### src/rtl/msrh_lrq_miss_queue_if.sv
// msrh_lrq_miss_queue_if: LSU miss request, L2 refill and L1D fill/resolve signals of the load miss queue.
interface msrh_lrq_miss_queue_if #(
   parameter int LRQ_SIZE     = 4,
   parameter int LSU_INST_NUM = 2,
   parameter int PADDR_W      = 56,
   parameter int LINE_W       = 512
);
   localparam int TAG_W = $clog2(LRQ_SIZE);
   logic [LSU_INST_NUM-1:0]          i_req_valid;
   logic [LSU_INST_NUM*PADDR_W-1:0]  i_req_paddr;
   logic [LSU_INST_NUM*2-1:0]        o_resp_typ;
   logic [LSU_INST_NUM*LRQ_SIZE-1:0] o_resp_index_oh;
   logic                             o_l2_req_valid;
   logic [PADDR_W-1:0]               o_l2_req_paddr;
   logic [TAG_W-1:0]                 o_l2_req_tag;
   logic                             i_l2_req_ready;
   logic                             i_l2_resp_valid;
   logic [TAG_W-1:0]                 i_l2_resp_tag;
   logic [LINE_W-1:0]                i_l2_resp_data;
   logic                             o_l1d_wr_valid;
   logic [PADDR_W-1:0]               o_l1d_wr_paddr;
   logic [LINE_W-1:0]                o_l1d_wr_data;
   logic                             o_lrq_resolve_valid;
   logic [LRQ_SIZE-1:0]              o_lrq_resolve_index_oh;
   logic                             o_lrq_full;
   modport slave (
      input  i_req_valid, i_req_paddr, i_l2_req_ready, i_l2_resp_valid, i_l2_resp_tag, i_l2_resp_data,
      output o_resp_typ, o_resp_index_oh, o_l2_req_valid, o_l2_req_paddr, o_l2_req_tag,
             o_l1d_wr_valid, o_l1d_wr_paddr, o_l1d_wr_data, o_lrq_resolve_valid, o_lrq_resolve_index_oh, o_lrq_full
   );
   modport master (
      output i_req_valid, i_req_paddr, i_l2_req_ready, i_l2_resp_valid, i_l2_resp_tag, i_l2_resp_data,
      input  o_resp_typ, o_resp_index_oh, o_l2_req_valid, o_l2_req_paddr, o_l2_req_tag,
             o_l1d_wr_valid, o_l1d_wr_paddr, o_l1d_wr_data, o_lrq_resolve_valid, o_lrq_resolve_index_oh, o_lrq_full
   );
endinterface

### src/rtl/msrh_lrq_miss_queue.sv
// msrh_lrq_miss_queue: L1D load miss queue; allocates line misses, refills from L2, fills L1D and resolves waiters.
module msrh_lrq_miss_queue #(
   parameter int LRQ_SIZE     = 4,
   parameter int LSU_INST_NUM = 2,
   parameter int PADDR_W      = 56,
   parameter int LINE_BYTES   = 64,
   parameter int LINE_W       = 512
) (
   input logic                  i_clk,
   input logic                  i_reset,
   msrh_lrq_miss_queue_if.slave bus
);
   localparam int OFF   = $clog2(LINE_BYTES);
   localparam int LA_W  = PADDR_W - OFF;
   localparam int TAG_W = $clog2(LRQ_SIZE);

   typedef enum logic [1:0] {INIT, REQ, WAIT_RESP, FILL} state_t;

   state_t                    state_q [LRQ_SIZE];
   state_t                    state_d [LRQ_SIZE];
   logic [LA_W-1:0]           line_q  [LRQ_SIZE];
   logic [LA_W-1:0]           line_d  [LRQ_SIZE];
   logic                      lock_q, lock_d;
   logic [TAG_W-1:0]          lock_tag_q, lock_tag_d;
   logic                      fill_valid_q, fill_valid_d;
   logic [TAG_W-1:0]          fill_tag_q, fill_tag_d;
   logic [LA_W-1:0]           fill_line_q, fill_line_d;
   logic [LINE_W-1:0]         fill_data_q, fill_data_d;
   logic [LRQ_SIZE-1:0]       free, req_vec, taken, hit;
   logic [TAG_W-1:0]          req_tag, l2_tag, sel;
   logic                      l2_valid, l2_hs, found;
   logic [LA_W-1:0]           la;
   logic [LSU_INST_NUM*2-1:0] resp_typ;
   logic [LSU_INST_NUM*LRQ_SIZE-1:0] resp_oh;

   always_comb begin
      free    = '0;
      req_vec = '0;
      req_tag = '0;
      for (int i = LRQ_SIZE - 1; i >= 0; i--) begin
         free[i]    = state_q[i] == INIT;
         req_vec[i] = state_q[i] == REQ;
         if (req_vec[i]) req_tag = TAG_W'(i);
      end
      // a stalled request keeps its entry so paddr/tag stay stable until accepted
      l2_tag     = lock_q ? lock_tag_q : req_tag;
      l2_valid   = |req_vec;
      l2_hs      = l2_valid && bus.i_l2_req_ready;
      lock_d     = l2_valid && !bus.i_l2_req_ready;
      lock_tag_d = l2_tag;
   end

   always_comb begin
      state_d      = state_q;
      line_d       = line_q;
      taken        = '0;
      hit          = '0;
      sel          = '0;
      found        = 1'b0;
      la           = '0;
      resp_typ     = '0;
      resp_oh      = '0;
      fill_valid_d = bus.i_l2_resp_valid && state_q[bus.i_l2_resp_tag] == WAIT_RESP;
      fill_tag_d   = fill_valid_d ? bus.i_l2_resp_tag : fill_tag_q;
      fill_line_d  = fill_valid_d ? line_q[bus.i_l2_resp_tag] : fill_line_q;
      fill_data_d  = fill_valid_d ? bus.i_l2_resp_data : fill_data_q;
      if (fill_valid_q) state_d[fill_tag_q] = INIT;
      if (l2_hs) state_d[l2_tag] = WAIT_RESP;
      if (fill_valid_d) state_d[bus.i_l2_resp_tag] = FILL;
      // line_d of an entry taken by an earlier pipe already holds its new line
      for (int p = 0; p < LSU_INST_NUM; p++) begin
         la    = bus.i_req_paddr[p*PADDR_W+OFF +: LA_W];
         found = 1'b0;
         sel   = '0;
         for (int i = LRQ_SIZE - 1; i >= 0; i--) begin
            hit[i] = (state_q[i] != INIT || taken[i]) && line_d[i] == la;
            if (free[i] && !taken[i]) begin
               found = 1'b1;
               sel   = TAG_W'(i);
            end
         end
         if (bus.i_req_valid[p]) begin
            resp_typ[p*2 +: 2]             = |hit ? 2'd2 : found ? 2'd1 : 2'd3;
            resp_oh[p*LRQ_SIZE +: LRQ_SIZE] = hit;
            if (!(|hit) && found) begin
               taken[sel]   = 1'b1;
               line_d[sel]  = la;
               state_d[sel] = REQ;
            end
         end
      end
   end

   always_ff @(posedge i_clk) begin
      if (i_reset) begin
         for (int i = 0; i < LRQ_SIZE; i++) begin
            state_q[i] <= INIT;
            line_q[i]  <= '0;
         end
         lock_q       <= 1'b0;
         lock_tag_q   <= '0;
         fill_valid_q <= 1'b0;
         fill_tag_q   <= '0;
         fill_line_q  <= '0;
         fill_data_q  <= '0;
      end else begin
         state_q      <= state_d;
         line_q       <= line_d;
         lock_q       <= lock_d;
         lock_tag_q   <= lock_tag_d;
         fill_valid_q <= fill_valid_d;
         fill_tag_q   <= fill_tag_d;
         fill_line_q  <= fill_line_d;
         fill_data_q  <= fill_data_d;
      end
   end

`ifdef SIMULATION
   logic first_q;
   always_ff @(posedge i_clk) begin
      first_q <= i_reset;
      if (!i_reset && !first_q && bus.i_l2_resp_valid && state_q[bus.i_l2_resp_tag] != WAIT_RESP)
         $fatal(1, "lrq: L2 response tag %0d names an entry not waiting for a refill", bus.i_l2_resp_tag);
   end
`endif

   assign bus.o_resp_typ             = resp_typ;
   assign bus.o_resp_index_oh        = resp_oh;
   assign bus.o_l2_req_valid         = l2_valid;
   assign bus.o_l2_req_paddr         = {line_q[l2_tag], {OFF{1'b0}}};
   assign bus.o_l2_req_tag           = l2_tag;
   assign bus.o_l1d_wr_valid         = fill_valid_q;
   assign bus.o_l1d_wr_paddr         = {fill_line_q, {OFF{1'b0}}};
   assign bus.o_l1d_wr_data          = fill_data_q;
   assign bus.o_lrq_resolve_valid    = fill_valid_q;
   assign bus.o_lrq_resolve_index_oh = fill_valid_q ? LRQ_SIZE'(1) << fill_tag_q : '0;
   assign bus.o_lrq_full             = ~|free;
endmodule

### src/flat_wrapper.sv
// flat-port wrapper written by rule: the top's interface ports become plain ports
module msrh_lrq_miss_queue_flat 
#(
   parameter int LRQ_SIZE     = 4,
   parameter int LSU_INST_NUM = 2,
   parameter int PADDR_W      = 56,
   parameter int LINE_BYTES   = 64,
   parameter int LINE_W       = 512
)
  (i_clk, i_reset, bus_i_req_valid, bus_i_req_paddr, bus_i_l2_req_ready, bus_i_l2_resp_valid, bus_i_l2_resp_tag, bus_i_l2_resp_data, bus_o_resp_typ, bus_o_resp_index_oh, bus_o_l2_req_valid, bus_o_l2_req_paddr, bus_o_l2_req_tag, bus_o_l1d_wr_valid, bus_o_l1d_wr_paddr, bus_o_l1d_wr_data, bus_o_lrq_resolve_valid, bus_o_lrq_resolve_index_oh, bus_o_lrq_full);
  msrh_lrq_miss_queue_if #(.LRQ_SIZE(LRQ_SIZE), .LSU_INST_NUM(LSU_INST_NUM), .PADDR_W(PADDR_W), .LINE_W(LINE_W)) bus_i ();
  input logic i_clk;
  input logic i_reset;
  input wire logic [$bits(bus_i.i_req_valid)-1:0] bus_i_req_valid;
  input wire logic [$bits(bus_i.i_req_paddr)-1:0] bus_i_req_paddr;
  input wire logic [$bits(bus_i.i_l2_req_ready)-1:0] bus_i_l2_req_ready;
  input wire logic [$bits(bus_i.i_l2_resp_valid)-1:0] bus_i_l2_resp_valid;
  input wire logic [$bits(bus_i.i_l2_resp_tag)-1:0] bus_i_l2_resp_tag;
  input wire logic [$bits(bus_i.i_l2_resp_data)-1:0] bus_i_l2_resp_data;
  output wire logic [$bits(bus_i.o_resp_typ)-1:0] bus_o_resp_typ;
  output wire logic [$bits(bus_i.o_resp_index_oh)-1:0] bus_o_resp_index_oh;
  output wire logic [$bits(bus_i.o_l2_req_valid)-1:0] bus_o_l2_req_valid;
  output wire logic [$bits(bus_i.o_l2_req_paddr)-1:0] bus_o_l2_req_paddr;
  output wire logic [$bits(bus_i.o_l2_req_tag)-1:0] bus_o_l2_req_tag;
  output wire logic [$bits(bus_i.o_l1d_wr_valid)-1:0] bus_o_l1d_wr_valid;
  output wire logic [$bits(bus_i.o_l1d_wr_paddr)-1:0] bus_o_l1d_wr_paddr;
  output wire logic [$bits(bus_i.o_l1d_wr_data)-1:0] bus_o_l1d_wr_data;
  output wire logic [$bits(bus_i.o_lrq_resolve_valid)-1:0] bus_o_lrq_resolve_valid;
  output wire logic [$bits(bus_i.o_lrq_resolve_index_oh)-1:0] bus_o_lrq_resolve_index_oh;
  output wire logic [$bits(bus_i.o_lrq_full)-1:0] bus_o_lrq_full;
  assign bus_i.i_req_valid = bus_i_req_valid;
  assign bus_i.i_req_paddr = bus_i_req_paddr;
  assign bus_i.i_l2_req_ready = bus_i_l2_req_ready;
  assign bus_i.i_l2_resp_valid = bus_i_l2_resp_valid;
  assign bus_i.i_l2_resp_tag = bus_i_l2_resp_tag;
  assign bus_i.i_l2_resp_data = bus_i_l2_resp_data;
  assign bus_o_resp_typ = bus_i.o_resp_typ;
  assign bus_o_resp_index_oh = bus_i.o_resp_index_oh;
  assign bus_o_l2_req_valid = bus_i.o_l2_req_valid;
  assign bus_o_l2_req_paddr = bus_i.o_l2_req_paddr;
  assign bus_o_l2_req_tag = bus_i.o_l2_req_tag;
  assign bus_o_l1d_wr_valid = bus_i.o_l1d_wr_valid;
  assign bus_o_l1d_wr_paddr = bus_i.o_l1d_wr_paddr;
  assign bus_o_l1d_wr_data = bus_i.o_l1d_wr_data;
  assign bus_o_lrq_resolve_valid = bus_i.o_lrq_resolve_valid;
  assign bus_o_lrq_resolve_index_oh = bus_i.o_lrq_resolve_index_oh;
  assign bus_o_lrq_full = bus_i.o_lrq_full;
  msrh_lrq_miss_queue #(.LRQ_SIZE(LRQ_SIZE), .LSU_INST_NUM(LSU_INST_NUM), .PADDR_W(PADDR_W), .LINE_BYTES(LINE_BYTES), .LINE_W(LINE_W)) u_core (.i_clk(i_clk), .i_reset(i_reset), .bus(bus_i));
endmodule
### config.mk
export PLATFORM = sky130hd
export DESIGN_NAME = msrh_lrq_miss_queue_flat
export DESIGN_NICKNAME = d
export VERILOG_FILES = /design/src/rtl/msrh_lrq_miss_queue_if.sv /design/src/rtl/msrh_lrq_miss_queue.sv /design/src/flat_wrapper.sv
export SDC_FILE = /design/constraint.sdc
export NUM_CORES = 2
export LEC_CHECK = 0
export CELL_PAD_IN_SITES_DETAIL_PLACEMENT = 1
export CELL_PAD_IN_SITES_GLOBAL_PLACEMENT = 2
export CORE_AREA = 2 2 497 499
export CTS_CLUSTER_SIZE = 30
export DETAILED_ROUTE_END_ITERATION = 10
export DIE_AREA = 0 0 499 501
export GPL_TIMING_DRIVEN = 1
export MAX_ROUTING_LAYER = met4
export PLACE_DENSITY_LB_ADDON = 0.1
export SLEW_MARGIN = 20
export SYNTH_ARGS = -nofsm -noshare
export SYNTH_HDL_FRONTEND = slang
export SYNTH_SLANG_ARGS = --single-unit
### constraint.sdc
create_clock -name i_clk -period 6 [get_ports i_clk]
set_input_delay 1.2 -clock i_clk [delete_from_list [all_inputs] [get_ports i_clk]]
set_output_delay 1.2 -clock i_clk [all_outputs]
set_load 0.005 [all_outputs]
Word level (Yosys, flattened, before mapping). Index checks and enable logic that the tools add are counted.

Bits in registers: 776. Bits in latches: 0. RAM bits: 0. Memory bits (read-only): 0. Output and inout port bits: 646. Word-level logic and storage cells: 174. Memories kept: 0.

$add $sub $neg: 0. $mul: 0. Divide/modulo/power cells: 0. Magnitude comparators: 12. Eq/ne operators: 13. Shift-type cells: 1. Multiplexer cells: 70. Bitwise operators: 17. Reductions and logical operators: 47.

Operator list (count): two-way mux 200 bit (4); bitwise mux 200 bit (2); equality test 50 bit (8); two-way mux 50 bit (6); binary-select mux 50 bit (select 2 bit) (2); demux 50 bit (select 2 bit) (2); two-way mux 8 bit (7); two-way mux 2 bit (26); logical AND 1 bit (23); demux 2 bit (select 2 bit) (5); two-way mux 4 bit (5); OR reduction 4 bit (4); >= comparator 3 bit, second input constant (5); less-than comparator 3 x 1 -> 1 bit, second input constant (5); NOT 2 -> 3 bit (5); AND 4 bit (3); NOT 4 bit (3); bitwise OR 4 bit (3); two-way mux 1 bit (9); AND 8 bit (1); equality test 2 x 1 -> 1 bit, second input constant (4); logical NOT 1 bit (8); logical NOT 2 bit (4); NOT 8 bit (1); other kinds (9) (15).

Logic depth before layout (Yosys ltp).
Word-level depth: 26. Mapped depth: 20. Gate-level depth less buffers: 14.

Worst setup path before layout. Ideal clock, no wire load.

Path kind: input to output. Start point: input bus_i_req_paddr[28]. End point: output bus_o_resp_typ[3]. Arrival time: 5.024 ns. Path slack: -0.224 ns. Cell stages on the path: 14. Buffers on the path: 2. Cells stage by stage: buf_4 xor2_1 or4_1 or4_1 or4_4 o211a_4 nand2_1 buf_2 mux2i_1 o2111ai_1 or4_1 nor4_2 nor2_1 a31oi_1.

Word-level cells in the longest chain between the ends: 16. Elaborated cells on any way between the ends: 44. Classes of those cells: eq/ne (8); mux (12); reduce/logical (24).

RTL lines: from (decl) (line flat_wrapper.sv:15) `input wire logic [$bits(bus_i.i_req_paddr)-1:0] bus_i_req_paddr;`; equality test 50 bit (line msrh_lrq_miss_queue.sv:76) `hit[i] = (state_q[i] != INIT || taken[i]) && line_d[i] == la;`; logical AND 1 bit (line msrh_lrq_miss_queue.sv:76); OR reduction 4 bit (line msrh_lrq_miss_queue.sv:85) `if (!(|hit) && found) begin`; logical NOT 1 bit (line msrh_lrq_miss_queue.sv:85); logical AND 1 bit (line msrh_lrq_miss_queue.sv:85); two-way mux 4 bit (line msrh_lrq_miss_queue.sv:85); two-way mux 4 bit (line msrh_lrq_miss_queue.sv:82) `if (bus.i_req_valid[p]) begin`; logical NOT 1 bit (line msrh_lrq_miss_queue.sv:77) `if (free[i] && !taken[i]) begin`; logical AND 1 bit (line msrh_lrq_miss_queue.sv:77); two-way mux 1 bit (4 in a row) (line msrh_lrq_miss_queue.sv:77); two-way mux 2 bit (line msrh_lrq_miss_queue.sv:83) `resp_typ[p*2 +: 2] = |hit ? 2'd2 : found ? 2'd1 : 2'd3;`; two-way mux 2 bit (*) (line msrh_lrq_miss_queue.sv:83); two-way mux 2 bit (*) (line msrh_lrq_miss_queue.sv:82); to (decl) (line flat_wrapper.sv:20) `output wire logic [$bits(bus_i.o_resp_typ)-1:0] bus_o_resp_typ;`.

Mark *: on every way between the ends. The rest lies on a longest branch, timed or not.

Worst setup path in the final report.
Start point: input bus_i_req_paddr[55]. End point: output bus_o_resp_typ[2].

Word-level cells in the longest chain between the ends: 12. Elaborated cells on any way between the ends: 31. Classes of those cells: eq/ne (8); mux (7); reduce/logical (16).

RTL lines (line): equality test 50 bit (msrh_lrq_miss_queue.sv:76); logical AND 1 bit (msrh_lrq_miss_queue.sv:76); OR reduction 4 bit (msrh_lrq_miss_queue.sv:85); logical NOT 1 bit (msrh_lrq_miss_queue.sv:85); logical AND 1 bit (msrh_lrq_miss_queue.sv:85); two-way mux 200 bit or two-way mux 4 bit (tied branches) (msrh_lrq_miss_queue.sv:85); two-way mux 200 bit or two-way mux 4 bit (tied branches) (msrh_lrq_miss_queue.sv:82); equality test 50 bit or logical OR 1 bit (tied branches) (msrh_lrq_miss_queue.sv:76); logical AND 1 bit (msrh_lrq_miss_queue.sv:76); OR reduction 4 bit (*) (msrh_lrq_miss_queue.sv:83); two-way mux 2 bit (*) (msrh_lrq_miss_queue.sv:83); two-way mux 2 bit (*) (msrh_lrq_miss_queue.sv:82).

Marked as above.

==> out/results.env <==
VIAS=52300
CRIT_FANOUT=12
REGTOREGENDPOINT='u_core.line_q[31]$_SDFF_PP0_'
FILL_CELL_INSTANCE_COUNT_OF_THE_FINAL_LAYOUT=28400
GLOBAL_ROUTE_WIRE_LENGTH_BEFORE_REPAIR_UM=533000
ROUTE.LAYER.MET1.WL_UM=182000
INITIAL_CORE_UTIL_PCT=16.7
DETAILROUTE.WIRELENGTH.MET3_UM=29700
RUN_STATUS='complete, but fails checks'
GRT_START_MAX_NET_PINS=138
MAX-CLOCK-PATH-BUFFERS=3
IR_DROP_mV=0.224
HOLD-WORST-SLACK_NS=0.453
MAX_FREQ_MHz=145
FINALWORSTSETUPSLACK_NS=-0.874
NET_COUNT_OF_THE_FINISHED_LAYOUT=8224
TRITONCTS='built'
FP.DIEW_UM=499
YOSYSWARNINGS=0
CLOCK-SINKS=776
SYNTH_EDF_COUNT=0
START_KIND='input port'
FINAL.MIN_CLOCK_PERIOD_NS=6.87
CTS_HOLD_BUF=0
CRIT-REG2REG-LAUNCH='u_core.line_q[32]$_SDFF_PP0_'
MAX_CAP_VIOLATIONS=0
VIA_PER_INST=4.78
MET2_LENGTH_UM=187000
COUNT_OF_DIFFERENT_CELL_MASTERS_AFTER_SYNTHESIS=81
WL_PER_CELL_UM=38.1
AREA.SEQUENTIAL_UM2=15500
DETAIL_ROUTE.ITER0.VIOLATIONS=4412
CLASSIFICATION_OF_THE_WORST_SLACK_HOLD_PATH='register to register'
DR.PASS1.ITERS=5
GRT_SETUP_UNREPAIRED='true'
DETAIL_ROUTE.DRC_VIOLATIONS=0
POWER-PER-CELL-AREA_nW_PER_UM2=288
DRIVE_GT1_SHARE_PCT=25.4
NUMBER_OF_SYNTHESIZED_REGISTER_BITS=776
CRITPATHCAPTURETYPE='output pin'
ARRIVAL_NS=5.67
AVGSYNTHCELLAREA_UM2=7.66
MULTI_INPUT_AREA_UM2=25500
PLACEMENTROWS=182
ROUTED.TOP_LAYER='met4'
POST-DP-HPWL_UM=345000
SYNTH.CELL_AREA_UM2=41000
GLOBAL_ROUTE.USAGE.TOTAL_PCT=32.9
CLK-INSERTION-DELAY-LATE_NS=0.82
DRTANTENNAVIOLNETS=0
MOSTFREQUENTLAYOUTCELL='nand2_1'
YS_ASYNC_SR_FRACTION_PCT=0
DRT_WL_TOTAL_UM=417000
HOLD_VIOLATIONS=0
SETUP_VIOL=12
FAILED_CHECKS='setup timing'
CRITICAL-PATH-MAX-STAGE-DELAY_NS=0.49
GRT_ANTENNA_BEFORE_REPAIR=83
STATIC-LEAKAGE-POWER_nW=28.4
CRITICAL_PATH_BUF_INV_COUNT=11
CRIT_CHAIN='buf_4 > buf_6 > buf_4 > xnor2_2 > buf_4 > nand4_1 > a2111o_1 > or4_4 > o211ai_4 > buf_6 > nor2_4 > bufbuf_16 > buf_6 > nand2_1 > a32oi_1 > buf_4 > and4_4 > nand4_1 > buf_6 > buf_6 > and3_4 > buf_6'
PATH_DELAY_FAMILY='buffers and inverters'
AREA.GROWTH.SYNTH_TO_FINAL_PCT=81.1
TIMING.CRITICAL_PATH.TO='bus_o_resp_typ[2]'
CTSHTREEMAXLEVEL=3
SETUP_SLACK_ON_THE_WORST_FLOP_TO_FLOP_PATH_NS=0.01
TIMING_WORST_SLEW_PIN_VALUE_NS=1.01
SLEW-LIMIT-HEADROOM_PCT=32.1
PLACEMENT.IO_BUFFERS=1253
YS_DOMINANT_REG_CELL='dfxtp_1'
CTS-ROOT-BUF='clkbuf_16'
FINAL_MIN_PERIOD_OVER_CLOCK_PERIOD_PCT=115
SYNTH_CELLS=5352
TIMING.FINAL.MAX_SLEW_VIOLATIONS=0
GLOBAL_ROUTE.OVERFLOW_TOTAL=0
DPL.CELL_COUNT=10600
CRIT_TOP_CELL='buf_6'
CRITICAL_PATH_CLASS='input port to output pin'
DESIGN.PORTCOUNT=1278
CLKTRANSATPATHREGS_NS=0.05
LAYOUT_COMMON_CELLS='nand2_1, clkdlybuf4s50_1, buf_4, dfxtp_1, a21oi_1'
CP-STARTPOINT='bus_i_req_paddr[55]'
CHIPHEIGHT_UM=501
NUMCTSBUFFERS=111
GP_CONGESTION=1.05
UTILIZATION_PCT=30.3
REG2REG_DEPTH=22
CLOCK-SKEW-FINAL_NS=0.0876
DIE_AREA_UM2=250000
SYNTH-SEQ-AREA-SHARE_PCT=37.9
DESIGN.CORE.AREA_UM2=245000
CRITICAL-PATH-SLOWEST-CELL='or4_4'
WORST_EP_REQUIRED_TIME_NS=4.80
INSTANCES_NO_FILL=10900
GRT_PASS1_VIAS=51800
WORSTSETUPPATHDEPTH=22
-- report_power, final --
group / internal (mW) / switching [mW] / leakage, nW
sequential: 5.50 / 0.319 / 6.32
clock: 4.14 / 2.94 / 1.88
combinational: 3.49 / 5.02 / 20.2
total: 13.1 / 8.28 / 28.4
-- repair_timing --
action / in CTS / in global routing
setup buffers: 90 / 22
pin swaps: 91 / 63
cloned: 2 / 0
resized for setup: 560 / 182
endpoints found under the setup margin: 217 / 18
-- cells by family (layout without fill, tap and decap cells) --
group | Yosys count | after routing | share of synthesized area, %
and+or+nand+nor | 2182 | 2182 | 23.2
xor gates and xnor gates | 290 | 290 | 6.20
AOI/OAI and AO/OA | 1166 | 1166 | 16.9
muxes | 355 | 355 | 10.2
buffers and inverters | 582 | 2902 | 5.62
DFF | 776 | 776 | 37.9
other | 1 | 53 | 0.00915
-- cell type report --
type                       count  share of cell area (%)
inverter                     116                   0.597
antenna                       41                   0.138
clock inverter                26                   0.571
sequential                   776                    20.9
multi-input combinational   4005                    34.4
clock buffer                 178                    4.59
tap                         3220                    5.43
timing repair buffer        2582                    33.4
-- synth_stat cells (16+ instances only) --
library cell     n  area, um2
nor3_1          39        195
buf_1           29        109
a21oi_1        670       3350
buf_4           16        120
or2_2           74        463
nor2_1          91        342
a221oi_1        18        158
mux4_2          50       1130
nand4_1         98        613
clkbuf_1       389       1460
xnor2_1        246       2150
dfxtp_1        776      15500
mux2i_1        296       2960
nand2b_1        75        469
nor4_1          33        206
a31oi_1         65        407
buf_2           29        145
a21o_1         120        901
nand3_1        102        510
o21ai_0         96        480
nand2_1       1541       5780
xor2_1          44        385
inv_1          113        424
o22ai_1         44        275
and3_1          62        388
-- worst min-delay path by stage --
stage | startpoint | endpoint | slack [ns] | cells past startpoint
finish | u_core.bus.o_l1d_wr_data[56]$_SDFFE_PP0P_ | u_core.bus.o_l1d_wr_data[56]$_SDFFE_PP0P_ | 0.45 | 2
global route | u_core.bus.o_l1d_wr_data[160]$_SDFFE_PP0P_ | u_core.bus.o_l1d_wr_data[160]$_SDFFE_PP0P_ | 0.47 | 2
CTS | u_core.bus.o_l1d_wr_data[114]$_SDFFE_PP0P_ | u_core.bus.o_l1d_wr_data[114]$_SDFFE_PP0P_ | 0.45 | 2
detailed placement | u_core.bus.o_l1d_wr_data[114]$_SDFFE_PP0P_ | u_core.bus.o_l1d_wr_data[114]$_SDFFE_PP0P_ | 0.45 | 2
global placement | u_core.bus.o_l1d_wr_data[421]$_SDFFE_PP0P_ | u_core.bus.o_l1d_wr_data[421]$_SDFFE_PP0P_ | 0.44 | 2
floorplan | u_core.bus.o_l1d_wr_data[0]$_SDFFE_PP0P_ | u_core.bus.o_l1d_wr_data[0]$_SDFFE_PP0P_ | 0.45 | 2
-- worst min-delay path, delay by kind of cell (launching register included) --
family	cells	cell delay, ns
AO/OA/AOI/OAI	1	0.05
flip-flops	1	0.30
AND/OR/NAND/NOR	1	0.05
-- sequential cells by signal, summed over array words and instances, names as in the netlist --
register / flops
u_core.lock_tag_q: 2
u_core.bus.o_l1d_wr_data: 512
u_core.state_q: 8
u_core.fill_line_q: 50
u_core.lock_q: 1
u_core.fill_tag_q: 2
u_core.bus.o_l1d_wr_valid: 1
u_core.line_q: 200
-- routing by layer --
metal  up-vias  GRT usage, %
li1      22800             -
met1     26700          42.3
met2      2261          51.2
met3       493          6.57
met4         0          11.5
met5         -             -
-- stage by stage --
step           power, mW  setup TNS (ns)  setup slack [ns]  area, um2
2_1_floorplan       8.30               0            0.0111      41000
3_3_place_gp        13.8         -501.59             -3.18      66700
3_5_place_dp        13.8         -516.94             -3.23      66700
4_1_cts             21.4           -4.31            -0.810      73400
5_1_grt             22.0           -4.48            -0.846      74200
6_report            21.4           -4.70            -0.874      74200
No activity file was read; power rests on OpenSTA's default activity.
